===== config.mk =====
export PLATFORM = sky130hd
export DESIGN_NAME = ahb_apb_arbiter_flat
export DESIGN_NICKNAME = d
export VERILOG_FILES = /design/src/rtl/ahb_apb_arbiter_if.sv /design/src/rtl/ahb_apb_arbiter.sv /design/src/flat_wrapper.sv
export SDC_FILE = /design/constraint.sdc
export NUM_CORES = 1
export LEC_CHECK = 0
export CAP_MARGIN = 20
export CORE_UTILIZATION = 56
export DETAILED_ROUTE_END_ITERATION = 8
export PLACE_DENSITY = 0.83
export SETUP_SLACK_MARGIN = 0.4
export SLEW_MARGIN = 20
export SYNTH_ARGS = -nofsm -noshare
export SYNTH_HDL_FRONTEND = slang
export SYNTH_SLANG_ARGS = --single-unit

===== constraint.sdc =====
create_clock -name Hclk -period 3 [get_ports Hclk]
set_input_delay 0.6 -clock Hclk [delete_from_list [all_inputs] [get_ports Hclk]]
set_output_delay 0.6 -clock Hclk [all_outputs]
set_load 0.01 [all_outputs]

===== src/rtl/ahb_apb_arbiter_if.sv =====
// ---------------------------------------------------------------------------
// ahb_apb_arbiter_if
//
// Purpose: groups the request/grant signals between the AHB requesters and
// the round-robin arbiter that sits in front of the AHB-to-APB bridge.
//
// Signals:
//   Hbusreq   [NUM_MASTERS] per-master bus request
//   Hlock     [NUM_MASTERS] per-master lock request
//   Htrans    [2]           transfer type of the current address-phase owner
//   Hready    [1]           transfer-complete indication from the bridge
//   Hgrant    [NUM_MASTERS] one-hot grant
//   Hmaster   [MIDX_W]      address-phase owner index
//   Hmastlock [1]           current address phase is locked
//
// Modports:
//   master : requester / bridge side; drives requests, Htrans and Hready,
//            observes the grant outputs.
//   slave  : arbiter side; observes requests, drives the grant outputs.
// ---------------------------------------------------------------------------
interface ahb_apb_arbiter_if #(
  parameter int NUM_MASTERS = 4,
  parameter int MIDX_W      = 2
);
  logic [NUM_MASTERS-1:0] Hbusreq;
  logic [NUM_MASTERS-1:0] Hlock;
  logic [1:0]             Htrans;
  logic                   Hready;
  logic [NUM_MASTERS-1:0] Hgrant;
  logic [MIDX_W-1:0]      Hmaster;
  logic                   Hmastlock;

  modport master (
    output Hbusreq,
    output Hlock,
    output Htrans,
    output Hready,
    input  Hgrant,
    input  Hmaster,
    input  Hmastlock
  );

  modport slave (
    input  Hbusreq,
    input  Hlock,
    input  Htrans,
    input  Hready,
    output Hgrant,
    output Hmaster,
    output Hmastlock
  );
endinterface


===== src/rtl/ahb_apb_arbiter.sv =====
// ---------------------------------------------------------------------------
// ahb_apb_arbiter
//
// Purpose: round-robin AHB master arbiter in front of the AHB-to-APB bridge
// slave port. Produces a registered one-hot grant, the registered
// address-phase owner index (Hmaster) and a registered master-lock flag.
// Re-arbitration happens only on Hready=1 cycles; a tenure is capped at
// MAX_BEATS accepted transfers while another master is waiting.
//
// Parameters:
//   NUM_MASTERS  number of requesters, 2..8
//   MIDX_W       width of the master index, ceil(log2(NUM_MASTERS))
//   MAX_BEATS    accepted transfers per tenure before forced hand-over, 1..255
//
// Ports:
//   Hclk    clock, all registers on the rising edge
//   Hreset  asynchronous active-high reset
//   bus     ahb_apb_arbiter_if.slave (Hbusreq, Hlock, Htrans, Hready in;
//           Hgrant, Hmaster, Hmastlock out)
//
// Build option:
//   ARB_LOCK_EN  when defined, enables the ST_LOCKED state and a live
//                Hmastlock; otherwise Hlock is ignored and Hmastlock is 0.
// ---------------------------------------------------------------------------
module ahb_apb_arbiter #(
  parameter int NUM_MASTERS = 4,
  parameter int MIDX_W      = 2,
  parameter int MAX_BEATS   = 16
) (
  input logic                Hclk,
  input logic                Hreset,
  ahb_apb_arbiter_if.slave   bus
);

  localparam int                 BEAT_W   = 8;
  localparam logic [BEAT_W-1:0]  BEAT_CAP = BEAT_W'(MAX_BEATS);
  localparam logic [MIDX_W-1:0]  LAST_RST = MIDX_W'(NUM_MASTERS - 1);

`ifdef ARB_LOCK_EN
  typedef enum logic [1:0] {
    ST_PARK   = 2'd0,
    ST_OWN    = 2'd1,
    ST_LOCKED = 2'd2
  } state_t;
`else
  typedef enum logic [1:0] {
    ST_PARK   = 2'd0,
    ST_OWN    = 2'd1
  } state_t;
`endif

  // -------------------------------------------------------------------------
  // Registers
  // -------------------------------------------------------------------------
  state_t                 state_q,     state_d;
  logic [NUM_MASTERS-1:0] grant_q,     grant_d;
  logic [MIDX_W-1:0]      grant_idx_q, grant_idx_d;  // index of grant_q
  logic [MIDX_W-1:0]      last_q,      last_d;       // round-robin pointer
  logic [BEAT_W-1:0]      beat_q,      beat_d;
  logic [MIDX_W-1:0]      hmaster_q,   hmaster_d;
  logic                   hmastlock_q, hmastlock_d;

  // -------------------------------------------------------------------------
  // Winner scan: indices last+1, last+2, ... modulo NUM_MASTERS. The loop
  // runs from the farthest offset down to the nearest so that the nearest
  // requester overwrites the rest. Offset NUM_MASTERS is last itself, which
  // puts the current owner at the very end of the scan.
  // -------------------------------------------------------------------------
  logic              win_found;
  logic [MIDX_W-1:0] win_idx;
  int                cand;

  always_comb begin : p_scan
    win_found = 1'b0;
    win_idx   = '0;
    cand      = 0;
    for (int i = NUM_MASTERS; i >= 1; i--) begin
      cand = (int'(last_q) + i) % NUM_MASTERS;
      if (bus.Hbusreq[MIDX_W'(cand)]) begin
        win_found = 1'b1;
        win_idx   = MIDX_W'(cand);
      end
    end
  end

  // One-hot decode of the winner and the "someone else wants the bus" mask.
  logic [NUM_MASTERS-1:0] win_onehot;
  logic [NUM_MASTERS-1:0] other_req_vec;

  generate
    for (genvar gi = 0; gi < NUM_MASTERS; gi++) begin : g_master
      assign win_onehot[gi]    = (win_idx == MIDX_W'(gi));
      assign other_req_vec[gi] = bus.Hbusreq[gi] & ~grant_q[gi];
    end
  endgenerate

  logic owner_req;
  logic others_req;
  logic cap_hit;

  assign owner_req  = bus.Hbusreq[grant_idx_q];
  assign others_req = |other_req_vec;
  assign cap_hit    = (beat_q == BEAT_CAP);

`ifdef ARB_LOCK_EN
  logic owner_lock;
  assign owner_lock = bus.Hlock[grant_idx_q];
  logic unused_sig;
  assign unused_sig = bus.Htrans[0];
`else
  // Hlock is part of the port list but has no function in this build.
  logic unused_sig;
  assign unused_sig = ^{bus.Hlock, bus.Htrans[0]};
`endif

  // -------------------------------------------------------------------------
  // Next-state / next-output logic. Nothing moves while Hready is low.
  // -------------------------------------------------------------------------
  logic arb;

  always_comb begin : p_next
    state_d     = state_q;
    grant_d     = grant_q;
    grant_idx_d = grant_idx_q;
    last_d      = last_q;
    beat_d      = beat_q;
    hmaster_d   = hmaster_q;
    hmastlock_d = hmastlock_q;
    arb         = 1'b0;

    if (bus.Hready) begin
      // Accepted NONSEQ/SEQ beats of the current tenure, saturating.
      if (bus.Htrans[1] && !cap_hit) begin
        beat_d = beat_q + 1'b1;
      end

      // The address phase follows the grant by one accepted transfer.
      hmaster_d = grant_idx_q;
`ifdef ARB_LOCK_EN
      hmastlock_d = owner_lock;
`else
      hmastlock_d = 1'b0;
`endif

      case (state_q)
        ST_PARK: begin
          arb = 1'b1;
        end
        ST_OWN: begin
`ifdef ARB_LOCK_EN
          // A lock request from an active owner wins over the beat cap.
          if (owner_req && owner_lock) begin
            state_d = ST_LOCKED;
          end else begin
            arb = !owner_req || (cap_hit && others_req);
          end
`else
          arb = !owner_req || (cap_hit && others_req);
`endif
        end
`ifdef ARB_LOCK_EN
        ST_LOCKED: begin
          // No hand-over of any kind until the owner lets go; the release
          // cycle itself performs a normal arbitration.
          arb = !owner_req || !owner_lock;
        end
`endif
        default: begin
          arb = 1'b1;
        end
      endcase

      if (arb) begin
        if (win_found) begin
          grant_d     = win_onehot;
          grant_idx_d = win_idx;
          last_d      = win_idx;
          state_d     = ST_OWN;
          if (win_idx != grant_idx_q) begin
            beat_d = '0;
          end
        end else begin
          // Park on master 0; the round-robin pointer keeps its position.
          grant_d     = NUM_MASTERS'(1);
          grant_idx_d = '0;
          state_d     = ST_PARK;
          if (grant_idx_q != '0) begin
            beat_d = '0;
          end
        end
      end
    end
  end

  // -------------------------------------------------------------------------
  // State register
  // -------------------------------------------------------------------------
  always_ff @(posedge Hclk or posedge Hreset) begin : p_regs
    if (Hreset) begin
      state_q     <= ST_PARK;
      grant_q     <= NUM_MASTERS'(1);
      grant_idx_q <= '0;
      last_q      <= LAST_RST;
      beat_q      <= '0;
      hmaster_q   <= '0;
      hmastlock_q <= 1'b0;
    end else begin
      state_q     <= state_d;
      grant_q     <= grant_d;
      grant_idx_q <= grant_idx_d;
      last_q      <= last_d;
      beat_q      <= beat_d;
      hmaster_q   <= hmaster_d;
      hmastlock_q <= hmastlock_d;
    end
  end

  assign bus.Hgrant    = grant_q;
  assign bus.Hmaster   = hmaster_q;
  assign bus.Hmastlock = hmastlock_q;

endmodule


===== src/flat_wrapper.sv =====
// flat-port wrapper written by rule: the top's interface ports become plain ports
module ahb_apb_arbiter_flat 
#(
  parameter int NUM_MASTERS = 4,
  parameter int MIDX_W      = 2,
  parameter int MAX_BEATS   = 16
)
  (Hclk, Hreset, bus_Hbusreq, bus_Hlock, bus_Htrans, bus_Hready, bus_Hgrant, bus_Hmaster, bus_Hmastlock);
  ahb_apb_arbiter_if #(.NUM_MASTERS(NUM_MASTERS), .MIDX_W(MIDX_W)) bus_i ();
  input logic Hclk;
  input logic Hreset;
  input wire logic [$bits(bus_i.Hbusreq)-1:0] bus_Hbusreq;
  input wire logic [$bits(bus_i.Hlock)-1:0] bus_Hlock;
  input wire logic [$bits(bus_i.Htrans)-1:0] bus_Htrans;
  input wire logic [$bits(bus_i.Hready)-1:0] bus_Hready;
  output wire logic [$bits(bus_i.Hgrant)-1:0] bus_Hgrant;
  output wire logic [$bits(bus_i.Hmaster)-1:0] bus_Hmaster;
  output wire logic [$bits(bus_i.Hmastlock)-1:0] bus_Hmastlock;
  assign bus_i.Hbusreq = bus_Hbusreq;
  assign bus_i.Hlock = bus_Hlock;
  assign bus_i.Htrans = bus_Htrans;
  assign bus_i.Hready = bus_Hready;
  assign bus_Hgrant = bus_i.Hgrant;
  assign bus_Hmaster = bus_i.Hmaster;
  assign bus_Hmastlock = bus_i.Hmastlock;
  ahb_apb_arbiter #(.NUM_MASTERS(NUM_MASTERS), .MIDX_W(MIDX_W), .MAX_BEATS(MAX_BEATS)) u_core (.Hclk(Hclk), .Hreset(Hreset), .bus(bus_i));
endmodule

==> summary.md, run 1 <==
| Metric | Value |
|---|---|
| Top sig layer | met4 |
| Tightest Hold Check Type | flip-flop to flip-flop |
| Synthesized area | 1220 um^2 |
| Final setup vio count | 0 |
| Max Fclk | 423 MHz |
| DP Wirelength | 1830 um |
| Hold Crit Depth | 1 |
| Largest net degree at the start of global routing | 20 |
| Post-route antenna net violation count | 0 |
| DR WL/cell | 14.8 um |
| CP max stage delay | 0.56 ns |
| Num Clock Sinks | 19 |
| Slew HR | 0.518 |
| Fill count | 174 |
| Htree depth | 1 |
| Overall routing resource usage | 0.225 |
| Post-route cell area | 1410 um^2 |
| Leakage power total | 0.580 nW |
| TritonCTS clock tree | done |
| Worst r2r dst | u_core.grant_idx_q[1]$_DFFE_PP0P_ |
| Distinct cells, synth | 41 |
| Yosys top cell area share | 0.327 |
| Antenna violations before repair | 0 |
| Gpl congestion | 0.850 |
| Clk Tree Root Cell | clkbuf_4 |
| CP delay by family, top | multiplexers |
| Hold Crit Endpoint | u_core.bus.Hmaster[1]$_DFFE_PP0P_ |
| RSZ-0062 raised after global routing | false |
| First-pass detailed-route iteration total | 4 |
| Residual DRC count | 0 |
| Reg clk slew, reported paths | 0.10 ns |
| Die height | 48.8 um |
| Reg2Reg Launch Point | u_core.beat_q[0]$_DFFE_PP0P_ |
| Worst setup EP type | flip-flop |
| Die area | 2380 um^2 |
| TNS Setup | 0 ns |
| Slew @ Worst Pin | 0.722 ns |
| Sequential Power Share | 0.388 |
| Status | completed |
| P_sw | 0.446 mW |
| Port bufs | 13 |
| Avg Inst Size Synth | 10.4 um^2 |
| Wire length of the first global-routing pass | 4110 um |
| Yosys reg bits | 19 |
| Vias/cell | 5.68 |
| CP arrival | 2.55 ns |
| CP max stage cell | mux4_2 |
| Via Count | 915 |
| Post-route clock period utilization | 0.788 |
| Placed Area | 1380 um^2 |
| Maximum vdd drop | 0.510 mV |
| Met1 WL | 1010 um |
| Later-pin clock latency in the skew report | 0.30 ns |
| 1st-iter DRT viols | 31 |
| Post-CTS Setup Bufs | 0 |
| CP Launch Type | primary input |
| Fin util | 0.704 |
| Core area | 2000 um^2 |
| Hold_sp | u_core.bus.Hmaster[1]$_DFFE_PP0P_ |
| Cells on worst reg2reg path | 7 |
| Dpl cells | 157 |
| DIE WIDTH | 48.8 um |
| Mapped Cells | 118 |
| Met2 routed WL | 1280 um |
| Req. time, crit path | 3.19 ns |
| Vias in the first global route | 964 |
| Clk network pwr share | 0.115 |
| Ant diodes | 0 |
| # nets final | 150 |
| Total gr overflow | 0 |
| Switching Share | 0.391 |
| Layout cells sized above 1 | 0.179 |
| Buf+Inv Stages, Crit Path | 1 |
| Hold buffer count at CTS | 0 |
| # IOs | 20 |
| Cell chain of the critical path | clkdlybuf4s50_1, mux4_2, o211ai_4, and2_1, mux2_4 |
| Gate power share | 0.496 |
| Yosys top cell by area | dfrtp_1 |
| Max Clock Skew | 0.00944 ns |
| Initial Util | 0.612 |
| Cell Int Power | 0.695 mW |
| Total power per unit cell area | 809 nW/um^2 |
| Final Max Slew Viols | 0 |
| Warnings from Yosys | 0 |
| # Max-Cap Violations | 0 |
| CTS Buffer Depth | 2 |
| CP max FO | 9 |
| CTS buffer count | 3 |
| Row cnt | 16 |
| WL met3 | 66 um |
| Area growth from synthesis to layout | 15.1% |
| Final Hold Vio Count | 0 |
| Reg2reg setup slack | 0.70 ns |
| CTS resizes | 0 |
| WS Path Type | primary input to flip-flop |
| Post-Syn Nets | 133 |
| Drt total wl | 2380 um |
| Tmin final | 2.36 ns |
| Seq/Total Area, Yosys | 0.391 |
| Post-Layout Cell Count | 161 |
| Synth top area cells | dfrtp_1 33%, dfstp_2 6.4%, mux2_4 4.9%, a21oi_1 4.1%, nor2_1 3.1% |
sequential cells by signal (all words and copies together), names as in the netlist:
name,cells
u_core.last_q,2
u_core.state_q,1
u_core.beat_q,8
u_core.bus.Hmaster,2
u_core.grant_idx_q,2
u_core.bus.Hgrant,4
power groups by stage:
stage	registers [mW]	clock network [mW]	logic, mW
after CTS	0.443	0.133	0.569
after global placement	0.446	0	0.542
final	0.443	0.132	0.566
after floorplan	0.447	0	0.390
after global routing	0.459	0.142	0.612
after detailed placement	0.450	0	0.566
cell usage after synthesis:
cell type and instances:
nand4_1 2, buf_6 1, or3_1 1, nor4b_2 1
o41ai_4 1, nand3_1 6, xnor2_1 3, conb_1 1
dfstp_2 3, mux2i_1 1, and3_1 4, o21ai_0 4
or2_4 1, buf_2 1, or2b_1 2, nand2b_1 3
inv_1 7, nor2b_1 3, a22o_1 2, a41oi_2 1
a21o_1 1, a311oi_4 1, and2_1 1, ha_1 2
nor3b_2 1, nor3_1 2, nor4_1 2, a21oi_1 10
clkbuf_1 1, buf_4 1, o211ai_4 1, mux2_2 2
nand3b_1 2, a2111oi_4 1, mux2_4 4, a211oi_1 2
mux4_2 1, nor2_1 10, xor2_1 3, dfrtp_1 16
nand2_1 6
through the flow:
step	total power, mW	setup slack (ns)	hold WS [ns]
global route	1.21	0.578	0.561
floorplan	0.837	1.03	0.542
CTS	1.14	0.656	0.532
global placement	0.987	0.367	0.490
finish	1.14	0.636	0.525
detailed placement	1.02	0.353	0.505
layout by cell type, fill, tap and decap left out, types with 2 or more instances in the layout:
master	count
dfrtp_1	16
o21ai_0	4
and3_1	4
nor2b_1	3
a21oi_1	10
nor2_1	10
dfstp_2	3
nor3_1	2
nand3b_1	2
clkbuf_4	3
mux2_2	2
or2b_1	2
nand3_1	6
xnor2_1	3
clkdlybuf4s50_1	13
buf_4	3
mux2_4	4
nor4_1	2
a22o_1	2
nand2_1	6
nand4_1	2
nand2b_1	3
inv_1	7
xor2_1	3
a211oi_1	2
ha_1	2
how the worst max path moves through the flow:
stage	startpoint	to	cells past startpoint
floorplan	bus_Hbusreq[1]	u_core.beat_q[1]$_DFFE_PP0P_	5
global placement	bus_Hbusreq[3]	u_core.grant_idx_q[1]$_DFFE_PP0P_	5
detailed placement	bus_Hbusreq[3]	u_core.grant_idx_q[1]$_DFFE_PP0P_	5
CTS	bus_Hbusreq[3]	u_core.grant_idx_q[1]$_DFFE_PP0P_	5
global route	bus_Hbusreq[3]	u_core.grant_idx_q[1]$_DFFE_PP0P_	5
finish	bus_Hbusreq[3]	u_core.grant_idx_q[1]$_DFFE_PP0P_	5
final cells by class:
cell class                 count  area, um^2  area share
tap                           27        33.8      0.0240
timing repair buffer          16         153       0.108
inverter                       7        26.3      0.0186
clock buffer                   4        26.3      0.0186
sequential                    19         479       0.340
multi-input combinational     88         692       0.491
worst reg2reg max path, stage by stage, from the launching register on:
cell and delay [ns]:
dfrtp_1 0.43, inv_1 0.08, ha_1 0.17, nor4b_2 0.29
nand3_1 0.18, o211ai_4 0.29, and2_1 0.40, mux2_4 0.34
layer usage:
metal	GRT usage	up-vias
met2	0.417	19
met5	0	-
met4	0.0735	0
li1	-	450
met1	0.275	441
met3	0.0187	5
cell families after synthesis:
| logic type | synth area share |
|---|---|
| flip-flops | 0.391 |
| AO/OA/AOI/OAI | 0.187 |
| AND/OR/NAND/NOR | 0.218 |
| adder cells (fa/ha/maj) | 0.0204 |
| buffers and inverters | 0.0439 |
| other | 0.00306 |
| multiplexers | 0.0940 |
| XOR/XNOR | 0.0429 |
(Power assumes the default switching activity.)
==> run 2, diff against run 1 <==
--- a/config.mk
+++ b/config.mk
@@ -6,9 +6,9 @@
 export NUM_CORES = 1
 export LEC_CHECK = 0
 export CAP_MARGIN = 20
-export CORE_UTILIZATION = 56
+export CORE_UTILIZATION = 52
 export DETAILED_ROUTE_END_ITERATION = 8
-export PLACE_DENSITY = 0.83
+export PLACE_DENSITY = 0.78
 export SETUP_SLACK_MARGIN = 0.4
 export SLEW_MARGIN = 20
 export SYNTH_ARGS = -nofsm -noshare
==> constraint.sdc (replaced) <==
create_clock -name Hclk -period 2.35 [get_ports Hclk]
set_input_delay 0.47 -clock Hclk [delete_from_list [all_inputs] [get_ports Hclk]]
set_output_delay 0.47 -clock Hclk [all_outputs]
set_load 0.01 [all_outputs]
==> run 2 against run 1 <==
- final area up 9.7%
- global-route usage up 2.4 points
- register-to-register slack worse by 0.22 ns
- power up 42%
- worst hold slack better by 0.033 ns
- setup slack worse by 0.16 ns
- count of clock-buffer cells in the layout down 1
- flip-flop and latch count unchanged
- first-iteration DRC count down 9.7%
- critical path depth down 4
- largest cell class unchanged
- largest power group unchanged
==> summary.md, run 2 (synthesis results as in run 1) <==
| Metric | Value |
|---|---|
| Cell chain of the critical path | clkdlybuf4s50_1 (was clkdlybuf4s50_1, mux4_2, o211ai_4, and2_1, mux2_4) |
| Ant diodes | 0 (unchanged) |
| Max Clock Skew | 0.00180 ns (was 0.00944 ns) |
| DP Wirelength | 2080 um (was 1830 um) |
| Placed Area | 1470 um^2 (was 1380 um^2) |
| # IOs | 20 (unchanged) |
| First-pass detailed-route iteration total | 4 (unchanged) |
| TNS Setup | 0 ns (unchanged) |
| Overall routing resource usage | 0.250 (was 0.225) |
| CP max stage delay | 0.57 ns (was 0.56 ns) |
| Row cnt | 17 (was 16) |
| CP max stage cell | dfstp_2 (was mux4_2) |
| Hold buffer count at CTS | 0 (unchanged) |
| # nets final | 164 (was 150) |
| Largest net degree at the start of global routing | 20 (unchanged) |
| # Max-Cap Violations | 0 (unchanged) |
| Final Max Slew Viols | 0 (unchanged) |
| Area growth from synthesis to layout | 26.3% (was 15.1%) |
| Total power per unit cell area | 1050 nW/um^2 (was 809 nW/um^2) |
| Vias/cell | 5.82 (was 5.68) |
| Max Fclk | 532 MHz |
| Tmin final | 1.88 ns |
| Maximum vdd drop | 0.703 mV (was 0.510 mV) |
| Post-route antenna net violation count | 0 (unchanged) |
| Core area | 2210 um^2 (was 2000 um^2) |
| Gpl congestion | 0.813 (was 0.850) |
| Slew HR | 0.513 (was 0.518) |
| Post-route clock period utilization | 0.799 |
| Later-pin clock latency in the skew report | 0.31 ns (was 0.30 ns) |
| CTS Buffer Depth | 2 (unchanged) |
| Via Count | 1025 (was 915) |
| Clk Tree Root Cell | clkbuf_4 (unchanged) |
| Htree depth | 1 (unchanged) |
| Post-route cell area | 1550 um^2 (was 1410 um^2) |
| Die height | 50.5 um (was 48.8 um) |
| Worst setup EP type | primary output (was flip-flop) |
| TritonCTS clock tree | done (unchanged) |
| CP Launch Type | flip-flop (was primary input) |
| 1st-iter DRT viols | 28 (was 31) |
| Reg clk slew, reported paths | 0.11 ns (was 0.10 ns) |
| Die area | 2550 um^2 (was 2380 um^2) |
| Drt total wl | 2860 um (was 2380 um) |
| Most frequent cells in the layout | 16 x dfrtp_1, 15 x buf_4, 10 x nor2_1, 10 x a21oi_1, 9 x clkdlybuf4s50_1 (was 16 x dfrtp_1, 13 x clkdlybuf4s50_1, 10 x nor2_1, 10 x a21oi_1, 7 x inv_1) |
| Num Clock Sinks | 19 (unchanged) |
| Buf+Inv Stages, Crit Path | 1 (unchanged) |
| Residual DRC count | 0 (unchanged) |
| Leading cell type in the layout, fill and taps excluded | dfrtp_1 (unchanged) |
| DR WL/cell | 16.3 um (was 14.8 um) |
| Total gr overflow | 0 (unchanged) |
| Req. time, crit path | 1.88 ns (was 3.19 ns) |
| Final setup vio count | 0 (unchanged) |
| Total Power | 1.62 mW (was 1.14 mW) |
| WS Path Type | flip-flop to primary output (was primary input to flip-flop) |
| DIE WIDTH | 50.5 um (was 48.8 um) |
| CP arrival | 1.41 ns (was 2.55 ns) |
| CP max FO | 3 (was 9) |
| CTS buffer count | 3 (unchanged) |
| Leakage power total | 0.677 nW (was 0.580 nW) |
| Status | completed (unchanged) |
| RSZ-0062 raised after global routing | false (unchanged) |
| Final Hold Vio Count | 0 (unchanged) |
| Port bufs | 13 (unchanged) |
| Fill count | 173 (was 174) |
| Max FFs per register | 8 (unchanged) |
| Top reg by flops | u_core.beat_q (unchanged) |
| Layout cells sized above 1 | 0.297 (was 0.179) |
| Vias in the first global route | 988 (was 964) |
| Wire length of the first global-routing pass | 4570 um (was 4110 um) |
| Initial Util | 0.554 (was 0.612) |
| CP delay by family, top | flip-flops (was multiplexers) |
| Slew @ Worst Pin | 0.729 ns (was 0.722 ns) |
| Tightest Hold Check Type | flip-flop to flip-flop (unchanged) |
| Antenna violations before repair | 0 (unchanged) |
[run 2: cell types whose count changed in the layout (fill, tap and decap cells not counted), sizes merged]
| cell | change |
|---|---|
| dlymetal6s2s | +1 |
| dlygate4sd2 | +2 |
| clkdlybuf4s50 | -4 |
| buf | +14 |
| clkinv | +1 |
[run 2: layout make-up]
class                   count  area (um^2)  area share
multi-input cells          88          718       0.464
flip-flops and latches     19          479       0.310
repair buffers             30          260       0.168
well taps                  28         35.0      0.0227
inverters                   7         26.3      0.0170
clock buffers               3         22.5      0.0146
clock inverters             1         5.00     0.00324
[run 2: per-stage QoR]
step                      utilization  setup slack (ns)  cells  hold slack, ns
after CTS                       0.683             0.403    174           0.560
after global routing            0.699             0.399    176           0.580
after global placement          0.663           -0.0620    169           0.492
after detailed placement        0.663            -0.104    169           0.527
final                           0.699             0.472    176           0.558
after floorplan                     -             0.477    118           0.419
[run 2: repair_timing]
action	CTS	global route
resized for setup	8	7
endpoints found under the hold margin	0	0
setup endpoints to repair	15	14
gates cloned	0	0
pin swaps	3	3
setup buffers	1	2
[run 2: power by group]
group / total (mW) / leakage [nW] / internal (mW) / switching (mW)
combinational: 0.871 / 0.421 / 0.480 / 0.391
sequential: 0.574 / 0.239 / 0.450 / 0.125
clock: 0.172 / 0.0177 / 0.0636 / 0.109
[run 2: final timing paths]
| path | cells after the start | slack (ns) | end | start |
|---|---|---|---|---|
| worst max-delay path | 1 | 0.47 | bus_Hgrant[0] | u_core.bus.Hgrant[0]$_DFFE_PP1P_ |
| worst min-delay path | 1 | 0.56 | u_core.bus.Hmaster[0]$_DFFE_PP0P_ | u_core.bus.Hmaster[0]$_DFFE_PP0P_ |
| worst max register to register | 7 | 0.48 | u_core.bus.Hgrant[1]$_DFFE_PP0P_ | u_core.last_q[0]$_DFFE_PP1P_ |
| worst min register to register | 1 | 0.56 | u_core.bus.Hmaster[0]$_DFFE_PP0P_ | u_core.bus.Hmaster[0]$_DFFE_PP0P_ |
| max in group asynchronous | 2 | 1.33 | u_core.bus.Hmaster[1]$_DFFE_PP0P_ | Hreset |
| min in group asynchronous | 2 | 0.57 | u_core.beat_q[7]$_DFFE_PP0P_ | Hreset |
[run 2: layer usage]
| metal | GRT usage | wire, um |
|---|---|---|
| met1 | 0.326 | 1320 |
| met2 | 0.416 | 1390 |
| met3 | 0.0364 | 111 |
| met4 | 0.0972 | 36 |
| met5 | 0 | 0 |
==> run 3, diff against run 2 <==
==> constraint.sdc (replaced) <==
create_clock -name Hclk -period 1.8 [get_ports Hclk]
set_input_delay 0.36 -clock Hclk [delete_from_list [all_inputs] [get_ports Hclk]]
set_output_delay 0.36 -clock Hclk [all_outputs]
set_load 0.01 [all_outputs]
==> run 3 against run 2 <==
- the run now ends with negative setup slack left
- critical path depth rose by 6
- register-to-register slack got worse by 0.52 ns
- first-iteration DRC count fell by 39%
==> summary.md, run 3 (synthesis results as in run 1) <==
| Metric | Value |
|---|---|
| Status | complete, but fails checks (was completed) |
| Failing checks | negative setup slack |
| PnR worst setup slack | -0.0368 ns (was 0.472 ns) |
| Core area | 2210 um^2 (unchanged) |
| CP Launch Type | flip-flop (unchanged) |
| Tightest Hold Check Type | primary input to asynchronous set/reset pin (was flip-flop to flip-flop) |
| Leading cell type in the layout, fill and taps excluded | buf_4 (was dfrtp_1) |
| Clk Tree Root Cell | clkbuf_4 (unchanged) |
| Drt total wl | 2970 um (was 2860 um) |
| Final Max Slew Viols | 0 (unchanged) |
| Max FFs per register | 8 (unchanged) |
| Req. time, crit path | 2.00 ns (was 1.88 ns) |
| Leakage power total | 0.788 nW (was 0.677 nW) |
| # nets final | 184 (was 164) |
| Wire length of the first global-routing pass | 4890 um (was 4570 um) |
| Max Clock Skew | 0.00348 ns (was 0.00180 ns) |
| Final Hold Vio Count | 0 (unchanged) |
| TritonCTS clock tree | done (unchanged) |
| Vias/cell | 5.53 (was 5.82) |
| CP max FO | 8 (was 3) |
| WS Path Type | flip-flop to flip-flop (was flip-flop to primary output) |
| RSZ-0062 raised after global routing | true (was false) |
| Tmin final | 1.84 ns |
| CTS buffer count | 3 (unchanged) |
| Via Count | 1084 (was 1025) |
| CTS Buffer Depth | 2 (unchanged) |
| Gpl congestion | 0.886 (was 0.813) |
| Maximum vdd drop | 0.985 mV (was 0.703 mV) |
| Post-route antenna net violation count | 0 (unchanged) |
| Row cnt | 17 (unchanged) |
| Post-route clock period utilization | 1.02 |
| Largest net degree at the start of global routing | 20 (unchanged) |
| 1st-iter DRT viols | 17 (was 28) |
| DIE WIDTH | 50.5 um (unchanged) |
| Layout cells sized above 1 | 0.452 (was 0.297) |
| Overall routing resource usage | 0.260 (was 0.250) |
| Total power per unit cell area | 1350 nW/um^2 (was 1050 nW/um^2) |
| Total gr overflow | 0 (unchanged) |
| Max Fclk | 544 MHz |
| Residual DRC count | 0 (unchanged) |
| Initial Util | 0.554 (unchanged) |
| DR WL/cell | 15.1 um (was 16.3 um) |
| Port bufs | 13 (unchanged) |
| Hold buffer count at CTS | 0 (unchanged) |
| Reg clk slew, reported paths | 0.11 ns (about the same) |
| Antenna violations before repair | 0 (unchanged) |
| First-pass detailed-route iteration total | 4 (unchanged) |
| Ant diodes | 0 (unchanged) |
| Die height | 50.5 um (unchanged) |
| Die area | 2550 um^2 (unchanged) |
| Num Clock Sinks | 19 (unchanged) |
| Vias in the first global route | 1106 (was 988) |
| CP arrival | 2.03 ns (was 1.41 ns) |
| Most frequent cells in the layout | 35 x buf_4, 16 x dfrtp_1, 10 x nor2_1, 8 x dlygate4sd2_1 (was 16 x dfrtp_1, 15 x buf_4, 10 x nor2_1, 10 x a21oi_1, 9 x clkdlybuf4s50_1) |
| TNS Setup | -0.0734 ns (was 0 ns) |
| Worst setup EP type | flip-flop (was primary output) |
| DP Wirelength | 2150 um (was 2080 um) |
| # IOs | 20 (unchanged) |
| Htree depth | 1 (unchanged) |
| Final setup vio count | 2 (was 0) |
| Area growth from synthesis to layout | 43.0% (was 26.3%) |
| Top reg by flops | u_core.beat_q (unchanged) |
| Later-pin clock latency in the skew report | 0.30 ns (was 0.31 ns) |
| # Max-Cap Violations | 0 (unchanged) |
| Fin util | 0.792 (was 0.699) |
==> run 3: cell types whose count changed in the layout (fill, tap and decap cells not counted), moves of 2 or more <==
cell             change
a21oi_2              +6
inv_1                -2
buf_4               +20
a21oi_1              -6
inv_2                +2
clkdlybuf4s50_1      -6
dlygate4sd2_1        +6
==> run 3: path summary, 6_finish.rpt <==
check	startpoint	cells after the start	slack, ns	endpoint
max	u_core.beat_q[1]$_DFFE_PP0P_	7	-0.04	u_core.grant_idx_q[1]$_DFFE_PP0P_
min	Hreset	3	0.37	u_core.bus.Hgrant[3]$_DFFE_PP0P_
max reg2reg	u_core.beat_q[1]$_DFFE_PP0P_	7	-0.04	u_core.grant_idx_q[1]$_DFFE_PP0P_
min reg2reg	u_core.bus.Hmaster[0]$_DFFE_PP0P_	1	0.52	u_core.bus.Hmaster[0]$_DFFE_PP0P_
max in group asynchronous	Hreset	3	1.16	u_core.last_q[1]$_DFFE_PP1P_
min in group Hclk	u_core.bus.Hmaster[0]$_DFFE_PP0P_	1	0.52	u_core.bus.Hmaster[0]$_DFFE_PP0P_
==> run 3: critical path, stage by stage (launching register included) <==
cell and delay, ns:
dfrtp_1 0.41, inv_2 0.08, ha_4 0.12, nor4b_4 0.21, nand3_2 0.14, o211ai_4 0.22, and2_4 0.25, mux2_4 0.30
==> run 3: area by class of cell <==
cell class / count / area, um^2
Multi-Input combinational cell: 88 / 774
Sequential cell: 19 / 479
Fill cell: 139 / 460
Timing Repair Buffer: 50 / 407
Tap cell: 28 / 35.0
Inverter: 7 / 26.3
Clock buffer: 3 / 22.5
Clock inverter: 1 / 7.51
==> run 3: stage by stage <==
step / cell area, um^2 / total power, mW / setup WS [ns] / cells / hold WS, ns
floorplan: 1240 / 1.42 / -0.0204 / 118 / 0.309
global placement: 1580 / 1.88 / -0.473 / 182 / 0.490
detailed placement: 1580 / 1.92 / -0.510 / 182 / 0.498
CTS: 1720 / 2.29 / -0.0146 / 192 / 0.384
global route: 1750 / 2.52 / -0.0831 / 196 / 0.389
finish: 1750 / 2.37 / -0.0368 / 196 / 0.369
==> run 3: what timing repair did <==
item                       4_1_cts  5_1_grt
pin swaps                        5        3
setup endpoints to repair       23       19
buffers inserted                 6        4
gates resized for setup         32        2
==> run 3: power by group <==
part           total, mW  internal, mW  switching, mW
sequential         0.725         0.586          0.139
clock              0.224        0.0846          0.139
combinational       1.42         0.797          0.626
total               2.37          1.47          0.904
==> run 3: layer usage <==
metal | share of wire | track usage | wire length [um] | up-vias
met5 | 0 | 0 | 0 | -
met4 | 0.015 | 0.0694 | 44 | 0
met3 | 0.025 | 0.0394 | 73 | 7
met2 | 0.54 | 0.496 | 1600 | 24
met1 | 0.42 | 0.297 | 1250 | 535
li1 | - | - | - | 518
